<file path="src/rtl/mem_port_arbiter_if.sv">
// mem_port_arbiter_if: request/acknowledge and memory-bus bundle between the requesters, the arbiter and the memory
interface mem_port_arbiter_if #(
  parameter int AW = 16,
  parameter int DW = 8
);
  logic inCpuReq;
  logic inCpuRDWR;
  logic [AW-1:0] inCpuAddr;
  logic [DW-1:0] inCpuData;
  logic oCpuAck;
  logic [DW-1:0] oCpuData;
  logic oCpuWait;
  logic inLdReq;
  logic inLdRDWR;
  logic [AW-1:0] inLdAddr;
  logic [DW-1:0] inLdData;
  logic oLdAck;
  logic [DW-1:0] oLdData;
  logic [AW-1:0] oMemAddr;
  logic [DW-1:0] oMemData;
  logic oMemCE;
  logic oMemRDWR;
  logic [DW-1:0] inMemData;
  logic [1:0] oOwner;
  modport slave (
    input inCpuReq, inCpuRDWR, inCpuAddr, inCpuData,
    input inLdReq, inLdRDWR, inLdAddr, inLdData, inMemData,
    output oCpuAck, oCpuData, oCpuWait, oLdAck, oLdData,
    output oMemAddr, oMemData, oMemCE, oMemRDWR, oOwner
  );
  modport master (
    output inCpuReq, inCpuRDWR, inCpuAddr, inCpuData,
    output inLdReq, inLdRDWR, inLdAddr, inLdData, inMemData,
    input oCpuAck, oCpuData, oCpuWait, oLdAck, oLdData,
    input oMemAddr, oMemData, oMemCE, oMemRDWR, oOwner
  );
endinterface

</file>
<file path="src/rtl/mem_port_arbiter.sv">
// mem_port_arbiter: shares one memory port between the CPU and the program loader with a fixed-length access window
// Define MEM_ARB_RR_EN for round-robin arbitration; default is CPU priority with a loader starvation guard
module mem_port_arbiter #(
  parameter int AW = 16,
  parameter int DW = 8,
  parameter int ACC_CYC = 2,
  parameter int MAX_BURST = 4
) (
  input logic inCLK,
  input logic inRST,
  mem_port_arbiter_if.slave bus
);
  typedef enum logic [1:0] {IDLE, ACCESS, DONE} state_t;
  state_t state;
  logic [3:0] cycCnt;
  logic winLd;
  logic grantLd;
  logic [AW-1:0] latAddr;
  logic [DW-1:0] latData;
  logic latRDWR;
`ifdef MEM_ARB_RR_EN
  logic lastLd;
  assign grantLd = bus.inLdReq & (~bus.inCpuReq | ~lastLd);
`else
  localparam int BW = $clog2(MAX_BURST + 2);
  logic [BW-1:0] burstCnt;
  assign grantLd = bus.inLdReq & (~bus.inCpuReq | burstCnt == BW'(MAX_BURST));
`endif
  assign bus.oMemAddr = latAddr;
  assign bus.oMemData = latData;
  assign bus.oMemRDWR = latRDWR;
  assign bus.oCpuWait = bus.inCpuReq & ~bus.oCpuAck;
  always_ff @(posedge inCLK) begin
    if (!inRST) begin
      state <= IDLE;
      cycCnt <= '0;
      winLd <= 1'b0;
      latAddr <= '0;
      latData <= '0;
      latRDWR <= 1'b0;
      bus.oMemCE <= 1'b0;
      bus.oOwner <= 2'b00;
      bus.oCpuAck <= 1'b0;
      bus.oLdAck <= 1'b0;
      bus.oCpuData <= '0;
      bus.oLdData <= '0;
`ifdef MEM_ARB_RR_EN
      lastLd <= 1'b1;
`else
      burstCnt <= '0;
`endif
    end else begin
      bus.oCpuAck <= 1'b0;
      bus.oLdAck <= 1'b0;
      case (state)
        IDLE: begin
          if (bus.inCpuReq | bus.inLdReq) begin
            state <= ACCESS;
            cycCnt <= '0;
            winLd <= grantLd;
            latAddr <= grantLd ? bus.inLdAddr : bus.inCpuAddr;
            latData <= grantLd ? bus.inLdData : bus.inCpuData;
            latRDWR <= grantLd ? bus.inLdRDWR : bus.inCpuRDWR;
            bus.oMemCE <= 1'b1;
            bus.oOwner <= grantLd ? 2'b10 : 2'b01;
`ifdef MEM_ARB_RR_EN
            lastLd <= grantLd;
`endif
          end
`ifndef MEM_ARB_RR_EN
          // only CPU wins over a waiting loader extend the streak
          burstCnt <= (bus.inLdReq & bus.inCpuReq & ~grantLd) ? burstCnt + 1'b1 : '0;
`endif
        end
        ACCESS: begin
          cycCnt <= cycCnt + 4'd1;
          if (cycCnt == 4'(ACC_CYC - 1)) begin
            state <= DONE;
            bus.oMemCE <= 1'b0;
            bus.oOwner <= 2'b00;
            bus.oCpuAck <= ~winLd;
            bus.oLdAck <= winLd;
            if (!latRDWR && winLd) bus.oLdData <= bus.inMemData;
            if (!latRDWR && !winLd) bus.oCpuData <= bus.inMemData;
          end
        end
        default: state <= IDLE;
      endcase
    end
  end
endmodule
</file>
<file path="src/flat_wrapper.sv">
// flat-port wrapper written by rule: the top's interface ports become plain ports
module mem_port_arbiter_flat 
#(
  parameter int AW = 16,
  parameter int DW = 8,
  parameter int ACC_CYC = 2,
  parameter int MAX_BURST = 4
)
  (inCLK, inRST, bus_inCpuReq, bus_inCpuRDWR, bus_inCpuAddr, bus_inCpuData, bus_inLdReq, bus_inLdRDWR, bus_inLdAddr, bus_inLdData, bus_inMemData, bus_oCpuAck, bus_oCpuData, bus_oCpuWait, bus_oLdAck, bus_oLdData, bus_oMemAddr, bus_oMemData, bus_oMemCE, bus_oMemRDWR, bus_oOwner);
  mem_port_arbiter_if #(.AW(AW), .DW(DW)) bus_i ();
  input logic inCLK;
  input logic inRST;
  input wire logic [$bits(bus_i.inCpuReq)-1:0] bus_inCpuReq;
  input wire logic [$bits(bus_i.inCpuRDWR)-1:0] bus_inCpuRDWR;
  input wire logic [$bits(bus_i.inCpuAddr)-1:0] bus_inCpuAddr;
  input wire logic [$bits(bus_i.inCpuData)-1:0] bus_inCpuData;
  input wire logic [$bits(bus_i.inLdReq)-1:0] bus_inLdReq;
  input wire logic [$bits(bus_i.inLdRDWR)-1:0] bus_inLdRDWR;
  input wire logic [$bits(bus_i.inLdAddr)-1:0] bus_inLdAddr;
  input wire logic [$bits(bus_i.inLdData)-1:0] bus_inLdData;
  input wire logic [$bits(bus_i.inMemData)-1:0] bus_inMemData;
  output wire logic [$bits(bus_i.oCpuAck)-1:0] bus_oCpuAck;
  output wire logic [$bits(bus_i.oCpuData)-1:0] bus_oCpuData;
  output wire logic [$bits(bus_i.oCpuWait)-1:0] bus_oCpuWait;
  output wire logic [$bits(bus_i.oLdAck)-1:0] bus_oLdAck;
  output wire logic [$bits(bus_i.oLdData)-1:0] bus_oLdData;
  output wire logic [$bits(bus_i.oMemAddr)-1:0] bus_oMemAddr;
  output wire logic [$bits(bus_i.oMemData)-1:0] bus_oMemData;
  output wire logic [$bits(bus_i.oMemCE)-1:0] bus_oMemCE;
  output wire logic [$bits(bus_i.oMemRDWR)-1:0] bus_oMemRDWR;
  output wire logic [$bits(bus_i.oOwner)-1:0] bus_oOwner;
  assign bus_i.inCpuReq = bus_inCpuReq;
  assign bus_i.inCpuRDWR = bus_inCpuRDWR;
  assign bus_i.inCpuAddr = bus_inCpuAddr;
  assign bus_i.inCpuData = bus_inCpuData;
  assign bus_i.inLdReq = bus_inLdReq;
  assign bus_i.inLdRDWR = bus_inLdRDWR;
  assign bus_i.inLdAddr = bus_inLdAddr;
  assign bus_i.inLdData = bus_inLdData;
  assign bus_i.inMemData = bus_inMemData;
  assign bus_oCpuAck = bus_i.oCpuAck;
  assign bus_oCpuData = bus_i.oCpuData;
  assign bus_oCpuWait = bus_i.oCpuWait;
  assign bus_oLdAck = bus_i.oLdAck;
  assign bus_oLdData = bus_i.oLdData;
  assign bus_oMemAddr = bus_i.oMemAddr;
  assign bus_oMemData = bus_i.oMemData;
  assign bus_oMemCE = bus_i.oMemCE;
  assign bus_oMemRDWR = bus_i.oMemRDWR;
  assign bus_oOwner = bus_i.oOwner;
  mem_port_arbiter #(.AW(AW), .DW(DW), .ACC_CYC(ACC_CYC), .MAX_BURST(MAX_BURST)) u_core (.inCLK(inCLK), .inRST(inRST), .bus(bus_i));
endmodule
</file>
<file path="config.mk">
export PLATFORM = sky130hd
export DESIGN_NAME = mem_port_arbiter_flat
export DESIGN_NICKNAME = d
export VERILOG_FILES = /design/src/rtl/mem_port_arbiter_if.sv /design/src/rtl/mem_port_arbiter.sv /design/src/flat_wrapper.sv
export SDC_FILE = /design/constraint.sdc
export NUM_CORES = 1
export LEC_CHECK = 0
export BUFFER_PORTS_ARGS = -buffer_cell sky130_fd_sc_hd__buf_4
export CAP_MARGIN = 0
export CORE_ASPECT_RATIO = 1.75
export CORE_UTILIZATION = 30
export CTS_CLUSTER_SIZE = 20
export DETAILED_ROUTE_END_ITERATION = 8
export GPL_TIMING_DRIVEN = 0
export REMOVE_ABC_BUFFERS = 1
export SYNTH_ARGS = -nofsm -noshare
export SYNTH_HDL_FRONTEND = slang
export SYNTH_SLANG_ARGS = --single-unit
</file>
<file path="constraint.sdc">
create_clock -name inCLK -period 1.37 [get_ports inCLK]
set_input_delay 0.0685 -clock inCLK [delete_from_list [all_inputs] [get_ports inCLK]]
set_output_delay 0.0685 -clock inCLK [all_outputs]
set_load 0.01 [all_outputs]
</file>
After elaboration in Yosys (flattened, before gate mapping)
Cells that the tools add are included.

cells by class
  add/sub/neg operators = 2
  equality and inequality tests = 5
  mux-type cells = 16
  bitwise logic cells = 10
  reduce and logical (&&, ||, !) cells = 13

operators by type and width
  operator                                               number
  two-way mux 16 bit                                     1
  AND reduction 3 bit                                    4
  two-way mux 2 bit                                      5
  two-way mux 8 bit                                      1
  one-hot mux 2 bit (2 select lines)                     2
  one-hot mux 4 bit (2 select lines)                     1
  AND reduction 2 bit                                    3
  adder 4 x 1 -> 4 bit, second input constant            1
  AND 1 bit                                              4
  equality test 4 x 1 -> 1 bit, second input constant    1
  two-way mux 4 bit                                      1
  inequality test 2 x 1 -> 1 bit, second input constant  2
  inverter 1 bit                                         4
  adder 3 x 1 -> 3 bit, second input constant            1
  equality test 3 bit, second input constant             1
  two-way mux 1 bit                                      3
  two-way mux 3 bit                                      1
  equality test 2 x 1 -> 1 bit, second input constant    1
  logical AND 1 bit                                      2
  zero test 1 bit                                        2
  zero test 2 bit                                        1
  bitwise OR 1 bit                                       2
  one-hot mux 1 bit (2 select lines)                     1
  nonzero test 2 bit                                     1

storage, ports and cells
  flip-flop bits (word level) = 56
  input port bits = 62
  output and inout port bits = 47
  word-level logic and storage cells = 59

Longest topological paths before layout
Gate-level depths: netlist (run 1).

  depth in word-level cells = 6
  mapped depth = 8
  gate-level depth less buffers = 6

Worst setup path before layout (run 1)
Ideal clock, no wire load.

  kind = register to register
  start point = register u_core.burstCnt[0]
  end point = register u_core.latAddr[15] (netlist: u_core.bus.oMemAddr[15])
  library setup time = 0.119 ns
  data arrival time = 1.265 ns
  data required time = 1.251 ns
  slack = -0.015 ns
  stages on the path, launching flop included = 9
  buffers on the path = 2
  period minus slack after synthesis = 1.385 ns
  path through = dfxtp_1 > inv_1 > ha_1 > a21boi_2 > nor2b_1 > buf_2 > buf_6 > a21oi_1 > a21oi_1

on the way
  longest elaborated chain between the ends = 4

ends and longest elaborated chain
  element                 line                    text
  from (decl)             mem_port_arbiter.sv:26  logic [BW-1:0] burstCnt;
  from (signal assigned)  mem_port_arbiter.sv:72  burstCnt <= (bus.inLdReq & bus.inCpuReq & ~grantLd) ? burstCnt + 1'b1 : '0;
  equality test 3 bit     mem_port_arbiter.sv:27  assign grantLd = bus.inLdReq & (~bus.inCpuReq | burstCnt == BW'(MAX_BURST));
  bitwise OR 1 bit        mem_port_arbiter.sv:27
  AND 1 bit               mem_port_arbiter.sv:27
  two-way mux 16 bit      mem_port_arbiter.sv:61  latAddr <= grantLd ? bus.inLdAddr : bus.inCpuAddr;
  to (signal assigned)    mem_port_arbiter.sv:61
  to (decl)               mem_port_arbiter.sv:18  logic [AW-1:0] latAddr;

No other way between the ends.
A chain may end at the register's enable or synchronous reset.

Worst setup path after layout (run 1)
  start point = register u_core.cycCnt[0]
  end point = register u_core.bus.oLdData[0]

on the way
  longest elaborated chain between the ends = 2

ends and longest elaborated chain
  element                               line                       text
  from (decl)                           mem_port_arbiter.sv:15     logic [3:0] cycCnt;
  from (signal assigned)                mem_port_arbiter.sv:76     cycCnt <= cycCnt + 4'd1;
  equality test 4 x 1 -> 1 bit          mem_port_arbiter.sv:77     if (cycCnt == 4'(ACC_CYC - 1)) begin
  AND reduction 3 bit (no source line)  -
  to (signal assigned)                  mem_port_arbiter.sv:83     if (!latRDWR && winLd) bus.oLdData <= bus.inMemData;
  to (decl)                             mem_port_arbiter_if.sv:28  output oCpuAck, oCpuData, oCpuWait, oLdAck, oLdData,

No other way between the ends.

==> flow_metrics.env, run 1 <==
export IMPL_outcome="finished, violations left"
export IMPL_violations_in_the_final_reports="negative setup slack"
export IMPL_ctsHtreeMaxLevel=2
export IMPL_tritoncts="built"
export IMPL_commonest_cells_after_routing_fill_and_taps_aside="sky130_fd_sc_hd__buf_4 (125), sky130_fd_sc_hd__dfxtp_1 (51), sky130_fd_sc_hd__a21oi_2 (31), sky130_fd_sc_hd__o21ai_0 (26), sky130_fd_sc_hd__nor2b_1 (19)"
export IMPL_io_pins=109
export IMPL_whs_ns=0.009985
export IMPL_critical_path_top_delay_family="simple AND/OR/NAND/NOR gates"
export IMPL_finish_cell_count_without_fillers=482
export IMPL_clkSinkCount=56
export IMPL_reg_to_reg_endpoint="u_core.bus.oLdData[0]$_SDFFE_PN0P_"
export IMPL_wire_per_inst_um=16.62
export IMPL_p_switching_w=0.001238
export IMPL_worst_path_buf_inv=1
export IMPL_timing_worst_slew_pin_value_ns=0.5058
export IMPL_clockBufferDepth=2
export IMPL_ir_worst_vdd_mv=0.6678
export IMPL_grt_start_max_net_pins=53
export IMPL_grt_antenna_before_repair=0
export IMPL_number_of_violations_reported_at_the_end_of_detailed_routing_iteration_0=113
export IMPL_synth_seq_cells=56
export IMPL_design_die_area_sq_um=8303
export IMPL_reg2reg_depth=6
export IMPL_layout_min_cycle_time_ns=1.400
export IMPL_layout_worst_path_cycle_share_pct=102.2
export IMPL_syn_inst=265
export IMPL_timing_hold_violations_final=0
export IMPL_diodes=0
export IMPL_finalClockSkew_ns=0.008083
export IMPL_chipHeight_um=119.8
export IMPL_critPathCaptureType="flip-flop"
export IMPL_worst_ep_required_ns=1.56
export IMPL_power_static_leakage_nw=1.837
export IMPL_worstSkewPairLatency_ns=0.30
export IMPL_layout_filler_cells=725
export IMPL_crit_path_start_kind="flip-flop"
export IMPL_design_core_area_sq_um=7620
export IMPL_grt_remaining_overflow=0
export IMPL_worstHoldEndpoint="u_core.bus.oMemAddr[5]$_SDFFE_PN0P_"
export IMPL_placementRows=42
export IMPL_worstPathMaxFanout=8
export IMPL_floorplan_initialDensity_pct=31.22
export IMPL_timing_hold_worst_path_depth=3
export IMPL_min_delay_start="bus_inCpuAddr[5]"
export IMPL_final_max_slew_violation_count=0
export IMPL_numCtsBuffers=5
export IMPL_route_detailed_drc=0
export IMPL_grt_use_total_pct=18.85
export IMPL_yosysWarnings=0
export IMPL_cap_violations=0
export IMPL_power_per_cell_area_nw_per_um2=1104
export IMPL_worst_path_largest_cell_delay_ns=0.37
export IMPL_chipWidth_um=69.31
export IMPL_clk_pin_slew_ns=0.07
export IMPL_report_power_total_w=0.004444
export IMPL_dpl_hpwl_um=4455
export IMPL_route_final_wire_length_um=8013
export IMPL_syn_mean_instance_area_sq_um=8.976
export IMPL_timing_max_slew_rel_slack_pct=66.15
export IMPL_internal_power_w=0.003206
export IMPL_root_buffer="sky130_fd_sc_hd__clkbuf_16"
export IMPL_p_sw_share_pct=27.86
export IMPL_hold_path_class="in -> reg"
export IMPL_setup_violations_final=10
export IMPL_netlist_area_before_placement_sq_um=2379
export IMPL_syn2layout_area_growth_pct=69.28
export IMPL_detailroute_via_count=2401
export IMPL_layout_setup_ws_ns=-0.03042
export IMPL_detail_route_vias_per_cell=4.981
export IMPL_placed_cells_incl_taps=444
export IMPL_reg2reg_from="u_core.cycCnt[0]$_SDFFE_PN0P_"
export IMPL_critical_path_cell_chain="ha_4, nor3b_4, nand4b_1, buf_6, mux2i_1, nor2b_1"
export IMPL_layout_commonest_cell="sky130_fd_sc_hd__buf_4"
export IMPL_ff2ff_setup_slack_ns=-0.03
export IMPL_pwr_share_seq_pct=40.9
export IMPL_place_congestion=0.7173
export IMPL_grt_setup_unrepaired="true"
export IMPL_post_synth_num_cell_types=33
export IMPL_path_class="reg -> reg"
export IMPL_postRouteAntennaNets=0
export IMPL_drt_pass1_iter_count=4
export IMPL_drive_gt1_share_pct=56.85
export IMPL_first_global_vias=2454
export IMPL_critPathArrivalTime_ns=1.59
export IMPL_seq_total_area_yosys_pct=47.13
export IMPL_p_clk_share_pct=32.9
export IMPL_number_of_port_buffers=108
export IMPL_nNetsFinal=459
export IMPL_grt_pass1_wl_um=12090
export IMPL_clock_fmax_ghz=0.7141
export IMPL_highest_delay_cell_along_the_critical_path="sky130_fd_sc_hd__dfxtp_2"
export IMPL_power_share_combinational_pct=26.2
cells by family (layout without fill, tap and decap cells):
| group | after synthesis | count (layout) | share of synthesized area [%] |
|---|---|---|---|
| simple gates | 76 | 79 | 17.36 |
| fa+ha+maj | 4 | 4 | 2.104 |
| mux | 16 | 16 | 6.733 |
| xor+xnor | 3 | 3 | 1.105 |
| compound gates | 89 | 92 | 20.15 |
| flops | 56 | 56 | 47.13 |
| buf+inv | 21 | 144 | 5.418 |
cells in the mapped netlist (all sizes together):
library cell	instances	area share [%]
dfxtp	56	47
a21oi	52	11
nand2	34	5.4
o21ai	27	5.8
nor2b	21	5.8
mux2i	16	6.7
buf	12	3.9
nor2	7	1.4
clkbuf	6	1.0
a21boi	4	1.4
and3	4	1.1
ha	4	2.1
o21a	4	1.3
inv	3	0.47
nand3	3	1.2
and2	2	0.53
xnor2	2	0.74
a21bo	1	0.42
nand2b	1	0.26
nand4	1	0.26
nand4b	1	0.37
nor3b	1	0.79
o22ai	1	0.26
or2b	1	0.32
xor2	1	0.37
power by group through the flow:
stage	sequential [W]	clock (W)	combinational, W
after floorplan	0.00189	0	0.000308
after global placement	0.00185	0	0.000756
after detailed placement	0.00185	0	0.000774
after CTS	0.00181	0.00149	0.000929
after global routing	0.00183	0.00155	0.00125
final	0.00182	0.00146	0.00116
worst register-to-register path, delay by kind of cell, from the launching register on:
kind / cells / cell delay, ns
flip-flops: 1 / 0.37
AND/OR/NAND/NOR: 3 / 0.45
adder cells (fa/ha/maj): 1 / 0.13
buffers and inverters: 1 / 0.18
multiplexers: 1 / 0.17
final cells by class:
cell class | instances | area (sq um) | share of cell area, %
multi-input cells | 194 | 1530 | 38.01
flip-flops and latches | 56 | 1127 | 28.00
clock buffers | 5 | 125.1 | 3.108
clock inverters | 3 | 42.54 | 1.057
inverters | 3 | 11.26 | 0.2797
repair buffers | 133 | 1080 | 26.82
well taps | 88 | 110.1 | 2.735
per-layer routing:
layer	global-route usage, %	up-vias	wire length, um
li1	-	1165	-
met1	19.16	1148	2941
met2	35.86	79	4500
met3	4.114	9	401
met4	8.418	0	170
met5	0	-	0
sequential cells by signal (all words and copies together), names as in the netlist:
| signal | flops |
|---|---|
| u_core.bus.oOwner | 2 |
| u_core.bus.oCpuAck | 1 |
| u_core.state | 2 |
| u_core.bus.oMemRDWR | 1 |
| u_core.cycCnt | 4 |
| u_core.burstCnt | 3 |
| u_core.bus.oMemAddr | 16 |
| u_core.bus.oLdData | 8 |
| u_core.bus.oMemCE | 1 |
| u_core.bus.oMemData | 8 |
| u_core.winLd | 1 |
| u_core.bus.oCpuData | 8 |
| u_core.bus.oLdAck | 1 |
through the flow:
step | utilization (%) | cell area (sq um) | TNS [ns] | setup slack, ns
2_1_floorplan | - | 2261 | -14.53 | -0.4531
3_3_place_gp | 41.76 | 3182 | -42.96 | -1.310
3_5_place_dp | 41.99 | 3199 | -28.63 | -0.7810
4_1_cts | 47.77 | 3640 | -0.07881 | -0.02429
5_1_grt | 52.84 | 4026 | -1.906 | -0.1112
6_report | 52.84 | 4026 | -0.09924 | -0.03042
timing repair:
item	in CTS	in global routing
gates resized for setup	25	70
setup endpoints to repair	50	47
hold buffers	0	0
cloned	6	1
setup buffers	11	12
pin swaps	8	33
how the worst max path moves through the flow:
stage                                    startpoint                              endpoint  slack [ns]  cells after the start
floorplan           u_core.burstCnt[0]$_SDFFE_PN0P_   u_core.bus.oMemAddr[0]$_SDFFE_PN0P_       -0.45                      6
finish                u_core.cycCnt[0]$_SDFFE_PN0P_    u_core.bus.oLdData[0]$_SDFFE_PN0P_       -0.03                      6
global placement    u_core.burstCnt[0]$_SDFFE_PN0P_  u_core.bus.oMemAddr[14]$_SDFFE_PN0P_       -1.31                      6
detailed placement  u_core.burstCnt[0]$_SDFFE_PN0P_   u_core.bus.oMemAddr[7]$_SDFFE_PN0P_       -0.78                      6
global route          u_core.cycCnt[1]$_SDFFE_PN0P_    u_core.bus.oLdData[0]$_SDFFE_PN0P_       -0.11                      7
CTS                   u_core.cycCnt[1]$_SDFFE_PN0P_    u_core.bus.oLdData[0]$_SDFFE_PN0P_       -0.02                      7
Power figures use the tool's default switching activity.
==> run 2, diff against run 1 <==
--- a/config.mk
+++ b/config.mk
@@ -7,11 +7,14 @@
 export LEC_CHECK = 0
 export BUFFER_PORTS_ARGS = -buffer_cell sky130_fd_sc_hd__buf_4
 export CAP_MARGIN = 0
+export CELL_PAD_IN_SITES_DETAIL_PLACEMENT = 0
+export CELL_PAD_IN_SITES_GLOBAL_PLACEMENT = 1
 export CORE_ASPECT_RATIO = 1.75
 export CORE_UTILIZATION = 30
 export CTS_CLUSTER_SIZE = 20
 export DETAILED_ROUTE_END_ITERATION = 8
 export GPL_TIMING_DRIVEN = 0
+export PLACE_DENSITY_LB_ADDON = 0.1
 export REMOVE_ABC_BUFFERS = 1
 export SYNTH_ARGS = -nofsm -noshare
 export SYNTH_HDL_FRONTEND = slang
==> run 2 against run 1 <==
Against the previous run:
- the run still ends with negative setup slack left
- setup slack got worse by 0.012 ns
- sequential share of layout area up 0.53 points
- global-route usage shrank 1.3 points
- power fell by 4.7%
- highest routed layer unchanged
- final cell count shrank 0.83%
- critical path depth up 1
- critical path type unchanged
==> flow_metrics.env, run 2 (synthesis gave the netlist of run 1 again) <==
export IMPL_number_of_violations_reported_at_the_end_of_detailed_routing_iteration_0=53
export IMPL_route_detailed_drc=0
export IMPL_commonest_cells_after_routing_fill_and_taps_aside="sky130_fd_sc_hd__buf_4 (118), sky130_fd_sc_hd__dfxtp_1 (50), sky130_fd_sc_hd__a21oi_2 (26), sky130_fd_sc_hd__o21ai_0 (26), sky130_fd_sc_hd__nand2_1 (20)"
export IMPL_layout_filler_cells=725
export IMPL_worst_ep_required_ns=1.55
export IMPL_chipWidth_um=69.31
export IMPL_drt_pass1_iter_count=4
export IMPL_io_pins=109
export IMPL_timing_critical_path_from="u_core.cycCnt[1]$_SDFFE_PN0P_"
export IMPL_postRouteAntennaNets=0
export IMPL_timing_hold_violations_final=0
export IMPL_grt_start_max_net_pins=53
export IMPL_timing_worst_slew_pin_value_ns=0.7222
export IMPL_number_of_flip_flops_under_the_largest_register_name=16
export IMPL_critPathCaptureType="flip-flop"
export IMPL_layout_min_cycle_time_ns=1.413
export IMPL_cap_violations=0
export IMPL_root_buffer="sky130_fd_sc_hd__clkbuf_16"
export IMPL_dpl_hpwl_um=4102
export IMPL_setup_violations_final=8
export IMPL_outcome="finished, violations left"
export IMPL_floorplan_initialDensity_pct=31.22
export IMPL_utilization_pct=51.92
export IMPL_reg2reg_from="u_core.cycCnt[1]$_SDFFE_PN0P_"
export IMPL_critical_path_top_delay_family="simple AND/OR/NAND/NOR gates"
export IMPL_detail_route_vias_per_cell=4.891
export IMPL_wire_per_inst_um=16.03
export IMPL_layout_worst_path_cycle_share_pct=103.1
export IMPL_nNetsFinal=455
export IMPL_worst_path_buf_inv=2
export IMPL_timing_max_slew_rel_slack_pct=51.67
export IMPL_crit_path_start_kind="flip-flop"
export IMPL_grt_antenna_before_repair=0
export IMPL_numCtsBuffers=5
export IMPL_diodes=0
export IMPL_drive_gt1_share_pct=53.85
export IMPL_ir_worst_vdd_mv=0.5790
export IMPL_final_max_slew_violation_count=0
export IMPL_grt_setup_unrepaired="true"
export IMPL_reg2reg_depth=7
export IMPL_clkSinkCount=56
export IMPL_syn2layout_area_growth_pct=66.33
export IMPL_worstPathMaxFanout=8
export IMPL_detailroute_via_count=2338
export IMPL_route_final_wire_length_um=7664
export IMPL_min_delay_start="bus_inCpuAddr[8]"
export IMPL_hold_path_class="in -> reg"
export IMPL_timing_hold_worst_path_depth=3
export IMPL_clk_pin_slew_ns=0.07
export IMPL_layout_setup_ws_ns=-0.04272
export IMPL_design_die_area_sq_um=8303
export IMPL_design_core_area_sq_um=7620
export IMPL_power_static_leakage_nw=1.820
export IMPL_critical_path_cell_chain="inv_2, ha_4, nor3b_4, nand4b_1, buf_6, mux2i_1, nor2b_1"
export IMPL_placementRows=42
export IMPL_critPathArrivalTime_ns=1.60
export IMPL_violations_in_the_final_reports="negative setup slack"
export IMPL_chipHeight_um=119.8
export IMPL_grt_remaining_overflow=0
export IMPL_highest_delay_cell_along_the_critical_path="sky130_fd_sc_hd__dfxtp_2"
export IMPL_path_class="reg -> reg"
export IMPL_ctsHoldBuffers=0
export IMPL_worstSkewPairLatency_ns=0.30
export IMPL_number_of_port_buffers=108
export IMPL_grt_use_total_pct=17.59
export IMPL_worst_path_largest_cell_delay_ns=0.33
export IMPL_grt_pass1_wl_um=11390
export IMPL_finalClockSkew_ns=0.007885
export IMPL_worst_path_stages=7
export IMPL_clock_fmax_ghz=0.7079
export IMPL_fin_tns_setup_ns=-0.2034
export IMPL_first_global_vias=2286
export IMPL_power_per_cell_area_nw_per_um2=1070
export IMPL_clockBufferDepth=2
export IMPL_tritoncts="built"
export IMPL_ctsHtreeMaxLevel=2
export IMPL_layout_commonest_cell="sky130_fd_sc_hd__buf_4"
export IMPL_place_congestion=0.7128
## run 2: where the power goes
part / internal (W) / switching, W
Clock: 0.000732 / 0.000577
Combinational: 0.000566 / 0.000538
Sequential: 0.00175 / 0.0000706
## run 2: worst min-delay path, delay by kind of cell
kind	cells	cell delay (ns)
buffers and inverters	1	0.11
and+or+nand+nor	1	0.05
AOI/OAI and AO/OA	1	0.04
## run 2: layout make-up
class                           instances  area, sq um  area share (%)
Timing Repair Buffer                  128         1047           26.47
Sequential cell                        56         1129           28.53
Inverter                                3        11.26          0.2846
Tap cell                               88        110.1           2.783
Multi-Input combinational cell        195         1513           38.24
Clock buffer                            8        146.4           3.700
## run 2: timing repair
item / CTS / global route
setup buffers: 14 / 4
setup endpoints to repair: 50 / 48
cloned: 7 / 3
gates resized for setup: 38 / 53
pin swaps: 11 / 39
## run 2: through the flow
stage	setup slack (ns)	total power, W	hold WS (ns)	instance area [sq um]	instances
2_1_floorplan	-0.4531	0.002200	0.1860	2261	247
3_3_place_gp	-1.274	0.002610	0.3182	3182	443
3_5_place_dp	-0.7365	0.002624	0.3263	3199	444
4_1_cts	-0.05101	0.004123	0.009562	3710	473
5_1_grt	-0.1268	0.004411	0.01816	3956	478
6_report	-0.04272	0.004233	0.01734	3956	478
## run 2: path summary, 6_finish.rpt
kind	endpoint	slack (ns)
setup / recovery	u_core.bus.oLdData[7]$_SDFFE_PN0P_	-0.04
hold / removal	u_core.bus.oMemAddr[8]$_SDFFE_PN0P_	0.02
setup reg to reg	u_core.bus.oLdData[7]$_SDFFE_PN0P_	-0.04
hold reg to reg	u_core.bus.oOwner[0]$_SDFFE_PN0P_	0.47
## run 2: routing by layer
| layer | routed length [um] | vias up | global-route usage (%) |
|---|---|---|---|
| met5 | 0 | - | 0 |
| met4 | 92 | 0 | 5.357 |
| met3 | 349 | 5 | 4.030 |
| met2 | 4300 | 74 | 33.92 |
| met1 | 2921 | 1098 | 18.39 |
| li1 | - | 1161 | - |
